==> src/rtl/gold_seq_ctrl.sv <==
// gold_seq_ctrl: sequencing controller for a Gold-code generator pair (LFSR A and B).
// Latency: Start -> first fill cycle 1 clk; fill lasts FILL_LEN clks; RUN chip outputs are same-cycle with Chip_Tick.
// Backpressure: none; Chip_Tick is a strobe, so ticks outside RUN (or coincident with Start/Stop) are dropped.
//
// Ports:
//   i_clock, i_reset_n            clock (rising edge), asynchronous active-low reset
//   i_start, i_stop               1-cycle control pulses (Stop wins over Start)
//   i_chip_tick                   chip-rate strobe
//   i_reload                      re-seed both generators at every epoch
//   i_code_len                    chips per period, 0 = free-run (no epoch)
//   i_seed_a, i_seed_b            seeds, latched on Start
//   o_gen_enable                  shift enable shared by both generators
//   o_fill_en_a/b, o_new_fill_a/b serial seed load, LSB first
//   o_chip_valid, o_chip_index    chip strobe and its index within the period
//   o_epoch                       pulse on the last chip of a period
//   o_busy                        controller is filling or running
module gold_seq_ctrl #(
  parameter int FILL_LEN = 26,
  parameter int CNT_W    = 16
) (
  input  logic                i_clock,
  input  logic                i_reset_n,
  input  logic                i_start,
  input  logic                i_stop,
  input  logic                i_chip_tick,
  input  logic                i_reload,
  input  logic [CNT_W-1:0]    i_code_len,
  input  logic [FILL_LEN-1:0] i_seed_a,
  input  logic [FILL_LEN-1:0] i_seed_b,
  output logic                o_gen_enable,
  output logic                o_fill_en_a,
  output logic                o_new_fill_a,
  output logic                o_fill_en_b,
  output logic                o_new_fill_b,
  output logic                o_chip_valid,
  output logic [CNT_W-1:0]    o_chip_index,
  output logic                o_epoch,
  output logic                o_busy
);

  localparam int FC_W = (FILL_LEN > 1) ? $clog2(FILL_LEN) : 1;
  localparam logic [FC_W-1:0]  FILL_LAST = FC_W'(FILL_LEN - 1);
  localparam logic [FC_W-1:0]  FC_ONE    = FC_W'(1);
  localparam logic [CNT_W-1:0] CNT_ONE   = CNT_W'(1);

  typedef enum logic [1:0] {
    S_IDLE = 2'd0,
    S_FILL = 2'd1,
    S_RUN  = 2'd2
  } state_t;

  state_t              r_state;
  logic [FILL_LEN-1:0] r_seed_a;      // seeds kept for epoch re-seeding
  logic [FILL_LEN-1:0] r_seed_b;
  logic [FILL_LEN-1:0] r_sh_a;        // fill shifters: bit 0 is the bit presented this fill cycle
  logic [FILL_LEN-1:0] r_sh_b;
  logic [CNT_W-1:0]    r_code_len;
  logic [CNT_W-1:0]    r_chip_index;
  logic [FC_W-1:0]     r_fill_cnt;
  logic                r_fill_en;     // registered copies of the state decode
  logic                r_run;
  logic                r_busy;

  logic w_tick_ok;
  logic w_last_chip;

  // A tick only becomes a chip in RUN, and not when the same cycle carries a
  // restart or abort: that tick would belong to a sequence being discarded.
  assign w_tick_ok   = r_run & i_chip_tick & ~i_start & ~i_stop;

  // Code length 0 means free-run: the index wraps naturally and no epoch fires.
  assign w_last_chip = (r_code_len != '0) && (r_chip_index == (r_code_len - CNT_ONE));

  assign o_gen_enable = r_fill_en | w_tick_ok;
  assign o_fill_en_a  = r_fill_en;
  assign o_fill_en_b  = r_fill_en;
  assign o_new_fill_a = r_fill_en & r_sh_a[0];
  assign o_new_fill_b = r_fill_en & r_sh_b[0];
  assign o_chip_valid = w_tick_ok;
  assign o_chip_index = r_chip_index;
  assign o_epoch      = w_tick_ok & w_last_chip;
  assign o_busy       = r_busy;

  always_ff @(posedge i_clock or negedge i_reset_n) begin
    if (!i_reset_n) begin
      r_state      <= S_IDLE;
      r_seed_a     <= '0;
      r_seed_b     <= '0;
      r_sh_a       <= '0;
      r_sh_b       <= '0;
      r_code_len   <= '0;
      r_chip_index <= '0;
      r_fill_cnt   <= '0;
      r_fill_en    <= 1'b0;
      r_run        <= 1'b0;
      r_busy       <= 1'b0;
    end else begin
      case (r_state)
        S_IDLE: begin
          if (i_start && !i_stop) begin
            r_state      <= S_FILL;
            r_seed_a     <= i_seed_a;
            r_seed_b     <= i_seed_b;
            r_sh_a       <= i_seed_a;
            r_sh_b       <= i_seed_b;
            r_code_len   <= i_code_len;
            r_chip_index <= '0;
            r_fill_cnt   <= '0;
            r_fill_en    <= 1'b1;
            r_run        <= 1'b0;
            r_busy       <= 1'b1;
          end
        end

        S_FILL: begin
          if (i_stop) begin
            r_state   <= S_IDLE;
            r_fill_en <= 1'b0;
            r_run     <= 1'b0;
            r_busy    <= 1'b0;
          end else begin
            // Start is ignored here; the fill always completes once begun.
            r_sh_a <= {1'b0, r_sh_a[FILL_LEN-1:1]};
            r_sh_b <= {1'b0, r_sh_b[FILL_LEN-1:1]};
            if (r_fill_cnt == FILL_LAST) begin
              r_state    <= S_RUN;
              r_fill_cnt <= '0;
              r_fill_en  <= 1'b0;
              r_run      <= 1'b1;
            end else begin
              r_fill_cnt <= r_fill_cnt + FC_ONE;
            end
          end
        end

        S_RUN: begin
          if (i_stop) begin
            // Chip index is left frozen for software to inspect.
            r_state   <= S_IDLE;
            r_fill_en <= 1'b0;
            r_run     <= 1'b0;
            r_busy    <= 1'b0;
          end else if (i_start) begin
            r_state      <= S_FILL;
            r_seed_a     <= i_seed_a;
            r_seed_b     <= i_seed_b;
            r_sh_a       <= i_seed_a;
            r_sh_b       <= i_seed_b;
            r_code_len   <= i_code_len;
            r_chip_index <= '0;
            r_fill_cnt   <= '0;
            r_fill_en    <= 1'b1;
            r_run        <= 1'b0;
          end else if (w_tick_ok) begin
            if (w_last_chip) begin
              r_chip_index <= '0;
              if (i_reload) begin
                // Re-seed from the latched seeds so the next period repeats this one.
                r_state    <= S_FILL;
                r_sh_a     <= r_seed_a;
                r_sh_b     <= r_seed_b;
                r_fill_cnt <= '0;
                r_fill_en  <= 1'b1;
                r_run      <= 1'b0;
              end
            end else begin
              r_chip_index <= r_chip_index + CNT_ONE;
            end
          end
        end

        default: begin
          r_state   <= S_IDLE;
          r_fill_en <= 1'b0;
          r_run     <= 1'b0;
          r_busy    <= 1'b0;
        end
      endcase
    end
  end

endmodule

==> config.mk <==
export PLATFORM = sky130hd
export DESIGN_NAME = gold_seq_ctrl
export DESIGN_NICKNAME = d
export VERILOG_FILES = /design/src/rtl/gold_seq_ctrl.sv
export SDC_FILE = /design/constraint.sdc
export NUM_CORES = 1
export LEC_CHECK = 0
export ABC_AREA = 1
export CAP_MARGIN = 20
export CORE_ASPECT_RATIO = 1.1
export CORE_MARGIN = 2
export CORE_UTILIZATION = 61
export CTS_BUF_LIST = sky130_fd_sc_hd__clkbuf_16
export DETAILED_ROUTE_END_ITERATION = 8
export GPL_ROUTABILITY_DRIVEN = 0
export PLACE_DENSITY = 0.87
export SYNTH_ARGS = -nofsm -noshare
export SYNTH_HDL_FRONTEND = slang
export SYNTH_SLANG_ARGS = --single-unit
==> constraint.sdc <==
create_clock -name i_clock -period 6.9 [get_ports i_clock]
set_input_delay 1.38 -clock i_clock [delete_from_list [all_inputs] [get_ports i_clock]]
set_output_delay 1.38 -clock i_clock [all_outputs]
set_load 0.005 [all_outputs]
-- Word level (Yosys, flattened, before mapping)
Index checks and enable logic that the tools add are counted.
- output and inout bits: 24
- register bits after elaboration: 146
- multiplexer cells: 70
- eq/ne operators: 16
- $add $sub $neg: 3
- reductions and logical operators: 13
- bitwise operators: 9
- operators with widths (kind ; count):
    $mux W26 ; 18
    $pmux W26 S3 ; 2
    $mux W16 ; 8
    $pmux W26 S2 ; 2
    $pmux W16 S2 ; 2
    $mux W5 ; 8
    $mux W1 ; 17
    $add A16 B1 Y16 const B ; 1
    $eq A16 B16 Y1 ; 1
    $mux W2 ; 8
    $reduce_bool A16 Y1 ; 1
    $sub A16 B1 Y16 const B ; 1
    $pmux W5 S3 ; 1
    $ne A3 B3 Y1 const B ; 4
    $ne A4 B4 Y1 const B ; 3
    $ne A2 B2 Y1 const B ; 4
    $reduce_and A4 Y1 ; 2
    $reduce_and A7 Y1 ; 1
    $and A1 B1 Y1 ; 6
    $pmux W1 S3 ; 2
    $pmux W2 S3 ; 1
    $add A5 B1 Y5 const B ; 1
    $eq A5 B5 Y1 const B ; 1
    $reduce_and A5 Y1 ; 1
    13 further kinds ; 15

-- Logic depth before layout (Yosys ltp)
Gate-level depths: netlist of run 1.
- depth after elaboration: 8
- mapped depth: 18
- depth with buffers taken out: 16

-- Worst setup path after synthesis of run 1
OpenSTA, ideal clock, no wires.
- path type: input port to output port
- start: input i_start
- end: output o_gen_enable
- path slack: 3.667 ns
- stages: 4
- arrival time: 1.853 ns
- path buffers: 0
- data required time: 5.520 ns
- cell sequence: nor2_1 nand3_1 inv_1 or2_2
- cells in the longest elaborated chain, start to end: 4
- ends and longest elaborated chain (item ; line ; text):
    start: declaration ; 23 ; input logic i_start,
    $not A1 Y1 ; 69 ; assign w_tick_ok = r_run & i_chip_tick & ~i_start & ~i_stop;
    $and A1 B1 Y1 (2 in a row) ; 69 ;
    via o_chip_valid ; 35 ; output logic o_chip_valid,
    $or A1 B1 Y1 ; 74 ; assign o_gen_enable = r_fill_en | w_tick_ok;
    end: declaration ; 30 ; output logic o_gen_enable,
The timed path passes the listed nets, and every way through them passes these cells.

-- Final worst setup path of run 1
- start: input i_start
- end: output o_gen_enable
- cells in the longest elaborated chain, start to end: 4
- ends and longest elaborated chain (item ; line):
    $not A1 Y1 ; 69
    $and A1 B1 Y1 (2 in a row) ; 69
    $or A1 B1 Y1 ; 74
No other way between the ends.

==> results.json, run 1 <==
{
  "worstPathRequired_ns": 5.52,
  "p_per_area_nw_per_um2": 443,
  "grt_max_degree": 92,
  "syn_area_per_cell_um2": 8.05,
  "syn_to_final_growth_pct": 20.2,
  "numCtsBuffers": 17,
  "post-place-ws_ns": 2.23,
  "wl_per_cell_um": 14.7,
  "core_area_um2": 12600,
  "fin_ws_ns": 2.37,
  "fin_area_um2": 9470,
  "grt_util_all_layers_pct": 27.3,
  "yosysTopAreaCell": "dfrtp_1",
  "async_reset_ff_share_pct": 100,
  "portBuffers": 97,
  "gr-total-overflow": 0,
  "cp-end-kind": "primary output",
  "htree_levels": 4,
  "synth_edf_count": 0,
  "status": "finished clean",
  "ant_nets": 0,
  "min_path_type": "reg -> reg",
  "num_rows": 43,
  "holdWs_ns": 0.485,
  "initial_core_util_pct": 62.6,
  "ir_worst_vdd_mv": 0.294,
  "ys_seq_elements": 146,
  "rsz0062_at_grt": "no",
  "relSlewSlack_pct": 45.0,
  "cts_sinks": 146,
  "root_buffer": "clkbuf_16",
  "synth_top_area_share_pct": 46.4,
  "drv_slew": 0,
  "synth_ff_type": "dfrtp_1",
  "cts_max_path_buffers": 2,
  "first_global_vias": 6598,
  "syn-num-nets": 1061,
  "placedInstanceArea_um2": 8870,
  "grt_pass1_wl_mm": 30.2,
  "remaining_drc_errors": 0,
  "top_level_ports": 98,
  "drtIter0Drc": 597,
  "fin_nets": 1135,
  "yosys_warnings": 0,
  "netlist_area_um2": 7880,
  "critical_path_class": "in -> out",
  "clkLatencyLatePin_ns": 0.43,
  "synth_cell_type_count": 37,
  "fmax_mhz": 221,
  "skew_ns": 0.00949,
  "critPathLaunchType": "input pin",
  "leakage_uw": 0.00446,
  "ctsResizeCount": 0,
  "rrSetupSlack_ns": 3.29,
  "cts_setup_buffers": 0,
  "antenna_found_initial": 0,
  "hpwl_mm": 11.6,
  "maxCapViolCount": 0,
  "hold_viol_final": 0,
  "wirelength_mm": 18.0,
  "drt_first_pass_iters": 5,
  "postCtsHoldBufs": 0,
  "post-route-period-util_pct": 65.7,
  "ys_seq_area_share_pct": 46.4,
  "via_count": 6800,
  "tritoncts": "done",
  "total_power_uw": 4200,
  "crit_fanout": 6,
  "insertedDiodeCount": 0,
  "die-area_um2": 13800,
  "path_clk_slew_ns": 0.06,
  "synth_cells": 979,
  "cp.arrival_ns": 3.15,
  "die_h_um": 123,
  "final.setup.tns_ns": 0,
  "worst_slew_pin_slew_ns": 0.825,
  "drive_above_1_share_pct": 10.6,
  "die_x_um": 112,
  "via_per_inst": 5.56,
  "fin_crit_ns": 4.53,
  "setup_viol": 0,
  "synth.area.top_cells": "dfrtp_1 46%, nand2_1 9.1%, a22o_1 5.6%, nor2_1 5.3%, inv_1 4.9%"
}
==> cell usage in the layout (no fill, tap or decap), types with 2 or more instances in the layout <==
cell type,count
clkbuf_16,17
nand2_2,21
a21oi_1,71
nor2_1,110
xor2_1,12
clkinv_4,3
clkdlybuf4s50_1,96
mux2_2,4
ha_2,2
nand3b_1,5
nand3_1,35
ha_1,6
nor2_4,3
nand4_1,11
buf_4,6
a22o_1,50
o21ai_0,58
inv_1,107
nor3b_1,4
clkinv_2,3
nand2_1,189
clkinv_1,3
or2_2,4
o21ai_1,30
bufinv_16,3
o21ai_2,30
xnor2_1,3
inv_2,4
nor2_2,7
nor3_1,10
dfrtp_1,146
nand2_4,2
==> path summary, 6_finish.rpt <==
| check | startpoint | to | cells past startpoint |
|---|---|---|---|
| hold reg to reg | r_seed_a[23] | r_seed_a[23] | 2 |
| max in group asynchronous | i_reset_n | r_seed_b[23] | 2 |
| hold / removal | r_seed_a[23] | r_seed_a[23] | 2 |
| min in group asynchronous | i_reset_n | r_code_len[9] | 1 |
| setup / recovery | i_start | o_gen_enable | 6 |
| setup reg to reg | r_state[0] | r_sh_a[5] | 10 |
==> stage by stage <==
| step | util (%) | std cells |
|---|---|---|
| global placement | 70.5 | 1190 |
| CTS | 75.1 | 1222 |
| finish | 75.2 | 1223 |
| global route | 75.2 | 1223 |
| detailed placement | 70.5 | 1190 |
| floorplan | - | 979 |
==> cell families (layout without fill, tap and decap cells) <==
group / count (synthesis) / after routing / share of synthesized area, %
mux: 4 / 4 / 0.572
flops: 146 / 146 / 46.4
xor+xnor: 15 / 15 / 1.67
compound gates: 245 / 245 / 19.6
buf+inv: 157 / 244 / 8.42
simple gates: 404 / 404 / 22.1
fa+ha+maj: 8 / 8 / 1.27
==> registers in the layout, indices dropped and copies added, names as in the netlist <==
signal / cells
o_busy: 1
o_chip_index: 16
r_seed_b: 26
r_fill_cnt: 5
o_fill_en_a: 1
r_code_len: 16
r_state: 2
r_run: 1
r_sh_b: 26
r_seed_a: 26
r_sh_a: 26
==> layout make-up <==
class / instances / area [um2]
Sequential cell: 146 / 3650
Clock inverter: 15 / 154
Timing Repair Buffer: 104 / 1040
Clock buffer: 17 / 425
Inverter: 108 / 405
Multi-Input combinational cell: 676 / 3600
Tap cell: 157 / 196
Fill cell: 948 / 3120
==> Yosys cell counts (all sizes together) (2+ instances only) <==
cell and number:
nand2 212, dfrtp 146, nor2 120, o21ai 118
inv 106, a21oi 72, a22o 50, clkbuf 35
nand3 35, buf 14, xor2 12, nand4 11
nor3 11, ha 8, nand3b 5, or2 5
mux2 4, nor3b 4, xnor2 3, clkinv 2
==> per-layer routing <==
metal / up-vias / GRT usage, % / routed length, um
met5: - / 0 / 0
met4: 0 / 12.2 / 423
met3: 38 / 4.95 / 729
met2: 160 / 45.9 / 8890
met1: 3249 / 34.8 / 7930
li1: 3353 / - / -
==> power breakdown <==
| group | switching (uW) | internal (uW) |
|---|---|---|
| Combinational | 1170 | 654 |
| Sequential | 250 | 1220 |
| Clock | 351 | 559 |
| Total | 1770 | 2430 |
==> critical path: stages <==
cell             delay [ns]
clkdlybuf4s50_1        0.66
nor2_1                 0.11
nand3_1                0.15
inv_1                  0.10
or2_2                  0.30
clkdlybuf4s50_1        0.45
Power figures use the tool's default switching activity.
==> run 2: changes to the inputs <==
--- a/config.mk
+++ b/config.mk
@@ -9,11 +9,11 @@
 export CAP_MARGIN = 20
 export CORE_ASPECT_RATIO = 1.1
 export CORE_MARGIN = 2
-export CORE_UTILIZATION = 61
+export CORE_UTILIZATION = 51
 export CTS_BUF_LIST = sky130_fd_sc_hd__clkbuf_16
 export DETAILED_ROUTE_END_ITERATION = 8
 export GPL_ROUTABILITY_DRIVEN = 0
-export PLACE_DENSITY = 0.87
+export PLACE_DENSITY = 0.77
 export SYNTH_ARGS = -nofsm -noshare
 export SYNTH_HDL_FRONTEND = slang
 export SYNTH_SLANG_ARGS = --single-unit
==> constraint.sdc (replaced) <==
create_clock -name i_clock -period 4.15 [get_ports i_clock]
set_input_delay 0.83 -clock i_clock [delete_from_list [all_inputs] [get_ports i_clock]]
set_output_delay 0.83 -clock i_clock [all_outputs]
set_load 0.005 [all_outputs]
==> results.json, run 2 (synthesis results as in run 1) <==
{
  "ctsResizeCount": 0,
  "worstPathRequired_ns": 3.32,
  "hold_viol_final": 0,
  "clockPowerShare_pct": 22.9,
  "skew_ns": 0.0147,
  "critical_path_class": "reg -> out",
  "post-place-ws_ns": 0.751,
  "worst_slew_pin_slew_ns": 0.863,
  "htree_levels": 4,
  "crit_fanout": 6,
  "netSwitchingPower_uw": 2940,
  "via_count": 6770,
  "first_global_vias": 6704,
  "p_per_area_nw_per_um2": 742,
  "swShare_pct": 41.2,
  "initial_core_util_pct": 52.3,
  "grt_pass1_wl_mm": 31.6,
  "cts_max_path_buffers": 2,
  "remaining_drc_errors": 0,
  "fill_cells": 1325,
  "final_cell_mix": "189 x nand2_1, 146 x dfrtp_1, 110 x nor2_1",
  "critPathLaunchType": "register",
  "fin_crit_ns": 3.57,
  "holdWs_ns": 0.483,
  "fmax_mhz": 280,
  "fin_area_um2": 9610,
  "wl_per_cell_um": 14.4,
  "grt_max_degree": 94,
  "cp-end-kind": "primary output",
  "die-area_um2": 16500,
  "die_h_um": 134,
  "drt_first_pass_iters": 5,
  "numCtsBuffers": 17,
  "ir_worst_vdd_mv": 0.371,
  "final_util_pct": 63.8,
  "portBuffers": 97,
  "drive_above_1_share_pct": 10.8,
  "fin_nets": 1137,
  "insertedDiodeCount": 0,
  "placedInstanceArea_um2": 8980,
  "via_per_inst": 5.36,
  "num_rows": 47,
  "grt_util_all_layers_pct": 24.0,
  "drv_slew": 0,
  "setup_viol": 0,
  "min_path_type": "reg -> reg",
  "hpwl_mm": 12.0,
  "top_level_ports": 98,
  "path_clk_slew_ns": 0.05,
  "relSlewSlack_pct": 42.4,
  "wirelength_mm": 18.3,
  "drtIter0Drc": 502,
  "p_int_uw": 4190,
  "cts_setup_buffers": 0,
  "final.setup.tns_ns": 0,
  "postCtsHoldBufs": 0,
  "ant_nets": 0,
  "p_comb_share_pct": 43.0,
  "cts_sinks": 146,
  "cp.arrival_ns": 2.74,
  "rsz0062_at_grt": "no",
  "p_seq_share_pct": 34.2,
  "gr-total-overflow": 0,
  "leakage_uw": 0.00449,
  "status": "finished clean",
  "layout_commonest_cell": "nand2_1",
  "maxCapViolCount": 0,
  "die_x_um": 123,
  "root_buffer": "clkbuf_16",
  "core_area_um2": 15100,
  "clkLatencyLatePin_ns": 0.43,
  "fin_ws_ns": 0.580,
  "post-route-period-util_pct": 86.0,
  "tritoncts": "done",
  "syn_to_final_growth_pct": 21.9,
  "antenna_found_initial": 0
}
## run 2: cell count changes in the layout (fill, tap and decap cells not counted), sizes merged
cell and change:
clkinv -1, clkinvlp +1, buf +2, inv -2
bufinv +2
## run 2: cell type report
| cell class | instances | area, um2 | area share [%] |
|---|---|---|---|
| Clock buffer | 17 | 425 | 4.43 |
| Tap cell | 196 | 245 | 2.55 |
| Inverter | 108 | 405 | 4.22 |
| Clock inverter | 15 | 199 | 2.07 |
| Timing Repair Buffer | 106 | 1080 | 11.2 |
| Multi-Input combinational cell | 676 | 3600 | 37.5 |
| Sequential cell | 146 | 3650 | 38.0 |
## run 2: per-layer routing
layer	part of all wire (%)	vias to the layer above	track usage (%)
met5	0	-	0
met4	2.2	0	10.2
met3	4.3	28	5.40
met2	48	176	38.0
met1	46	3215	31.9
li1	-	3351	-
## run 2: critical path: stages (launching register included)
cell             delay [ns]
dfrtp_1                0.38
inv_2                  0.10
ha_1                   0.26
nand2_2                0.14
nor2_4                 0.18
nand2_1                0.08
xor2_1                 0.17
nand4_1                0.12
nor3_1                 0.16
nand2_1                0.08
nor3_1                 0.13
clkdlybuf4s50_1        0.52
## run 2: stage by stage
stage,cells,power (uW)
2_1_floorplan,979,4790
3_3_place_gp,1232,5400
3_5_place_dp,1232,5510
4_1_cts,1264,7160
5_1_grt,1264,7710
6_report,1264,7130
## run 2: power by group through the flow
stage          logic, uW  clock network, uW  registers, uW
2_1_floorplan       2460                  0           2320
3_3_place_gp        2980                  0           2420
3_5_place_dp        3070                  0           2440
4_1_cts             3080               1650           2430
5_1_grt             3490               1730           2500
6_report            3060               1630           2430
## run 2: final timing paths
| check | cells after the start | slack (ns) | end | from |
|---|---|---|---|---|
| min in group asynchronous | 1 | 0.49 | r_code_len[6] | i_reset_n |
| max in group asynchronous | 2 | 2.88 | o_chip_index[1] | i_reset_n |
| max | 11 | 0.58 | o_epoch | r_code_len[0] |
| min | 2 | 0.48 | r_seed_a[3] | r_seed_a[3] |
| max reg2reg | 14 | 1.26 | r_sh_a[16] | r_code_len[0] |
| min reg2reg | 2 | 0.48 | r_seed_a[3] | r_seed_a[3] |
==> patch: new RTL, settings of run 2 <==
Encoding of `state_t`: now one-hot (3 bits for 3 states).
--- a/src/rtl/gold_seq_ctrl.sv
+++ b/src/rtl/gold_seq_ctrl.sv
@@ -43,10 +43,10 @@
   localparam logic [FC_W-1:0]  FC_ONE    = FC_W'(1);
   localparam logic [CNT_W-1:0] CNT_ONE   = CNT_W'(1);
 
-  typedef enum logic [1:0] {
-    S_IDLE = 2'd0,
-    S_FILL = 2'd1,
-    S_RUN  = 2'd2
+  typedef enum logic [2:0] {
+    S_IDLE = 3'b001,
+    S_FILL = 3'b010,
+    S_RUN  = 3'b100
   } state_t;
 
   state_t              r_state;
Formal check against the unedited RTL: no difference found for any inputs over 4 cycles, from zero or initial values and one cycle with i_reset_n low; so few cycles prove little.
==> patch against run 2 <==
  * Final area shrank 3.4%
  * Non-clock buffer count unchanged
  * Synthesized cell count shrank 6.7%
  * Critical endpoint unchanged
  * Power down 4.9%
  * Routed wire length down 7.2%
  * Clock skew shrank 0.0044 ns
  * Register-to-register slack improved by 0.12 ns
  * Clock power barely moved
  * Sequential cell count increased by 1
  * Die area down 3.8%
  * Setup slack improved by 0.045 ns
  * Highest routed layer is now met5
  * Synthesized area shrank 4.0%
==> patch: results (changes against run 2) <==
- Status: finished, final reports clean
- Register area share after synthesis: 48.6% (+2.3 points)
- Number of global-route vias before repair: 6097 (-9.1%)
- Commonest cells post-synth: nand2_1 (197), dfrtp_1 (146), nor2_1 (113)
- Critical path arrival: 2.69 ns (-0.05 ns)
- Antenna-violating nets left: 0 (unchanged)
- Top post-synthesis cells by area: dfrtp_1 (48%), nand2_1 (9.8%), a221oi_1 (5.8%)
- Reg-to-Reg End: r_sh_b[8]
- Fillers: 1232 (-7.0%)
- Sequential share of power: 37.0% (+2.8 points)
- Mux share of post-synthesis cell area: 0.595% (+0.024 points)
- # diodes: 0 (unchanged)
- Pin count of the biggest net entering global routing: 92 (-2.1%)
- Clk_skew: 0.0103 ns (-0.00444 ns)
- Routed WL: 16900 µm (-7.2%)
- YS warnings: 0 (unchanged)
- Antenna violations before repair: 1 (+1)
- Compound-gate portion of the synthesized area: 16.9% (-2.7 points)
- I/O Buffers: 97 (unchanged)
- Post-Synth Adder-Cell Area: 0.661% (-0.61 points)
- Drt first-iter violations: 585 (+17%)
- Mapped Nets: 991 (-6.6%)
- Root buf cell: clkbuf_16
- Post-synth cell types: 38 (+2.7%)
- CTS Buf Count: 17 (unchanged)
- Hold WC Path Type: in -> async
- Later-pin clock latency in the skew report: 0.43 ns (about the same)
- Max VDD drop: 428 µV (+15%)
- Met1 Use GR: 30.9% (-1.0 points)
- Slew @ Worst Pin: 0.832 ns (-0.0318 ns)
- Final nets: 1070 (-5.9%)
- Leakage power: 4.29 nW (-4.3%)
- Worst path slowest cell: clkdlybuf4s50_1
- Vias: 6288 (-7.1%)
- GR Util met3: 5.49% (+0.093 points)
- PostCTS Resize Cnt: 0 (unchanged)
- Max clock buf depth: 2 (unchanged)
- M2 GR Usage: 34.8% (-3.1 points)
- First-pass GRT wire length: 29100 µm (-7.8%)
- WHS: 0.467 ns (-0.0163 ns)
- Crit Path Max Fanout: 8 (+2)
- H-tree levels: 4 (unchanged)
- Total GRT Usage: 22.8% (-1.3 points)
- Post-detail-place hpwl: 11000 µm (-8.4%)
- Share of cells above drive strength 1: 11.1% (+0.30 points)
- Post-synthesis xor/xnor area fraction: 2.66% (+0.99 points)
- Clock slew at reported path FFs: 0.06 ns
- Sw Ratio: 39.2% (-2.0 points)
- Worst reg-to-reg setup slack: 1.38 ns (+0.12 ns)
patch: cell types whose count changed after synthesis, sizes merged, moves of 5 or more:
cell,run 2,this run
xnor2,3,8
nand2,212,219
a221oi,0,50
clkbuf,35,22
a21oi,72,14
a22o,50,0
nand4,11,4
buf,14,24
patch: metrics by stage:
step	instances	setup slack (ns)	utilization, %	power (mW)	area, µm²
floorplan	913	1.78	-	4.59	7570
global placement	1165	0.918	60.0	5.06	8660
detailed placement	1165	0.904	60.0	5.16	8660
CTS	1195	0.590	64.2	6.83	9280
global route	1195	0.353	64.2	7.33	9280
finish	1195	0.625	64.2	6.77	9280
patch: kinds of logic (layout without fill, tap and decap cells):
kind of cell             count (synthesis)  in the layout
AND/OR/NAND/NOR                        390            390
adder cells (fa/ha/maj)                  4              4
multiplexers                             4              4
AO/OA/AOI/OAI                          191            191
buffers and inverters                  154            244
flip-flops                             147            147
XOR/XNOR                                23             23
patch: cell type report:
class                           count  share of cell area, %
Timing Repair Buffer              106                   11.7
Sequential cell                   147                   39.7
Clock inverter                     13                   2.05
Inverter                          108                   4.37
Multi-Input combinational cell    612                   35.0
Tap cell                          192                   2.59
Clock buffer                       17                   4.58
patch: critical path, delay by kind of cell, from the launching register on:
family	cells	cell delay (ns)
simple gates	8	1.11
flops	1	0.38
buf+inv	2	0.61
fa+ha+maj	1	0.19
patch: per-layer routing:
| layer | wire length, µm | vias to the layer above |
|---|---|---|
| met1 | 7690 | 2964 |
| met4 | 425 | 2 |
| met5 | 13 | - |
| li1 | - | 3128 |
| met2 | 8000 | 158 |
| met3 | 810 | 36 |
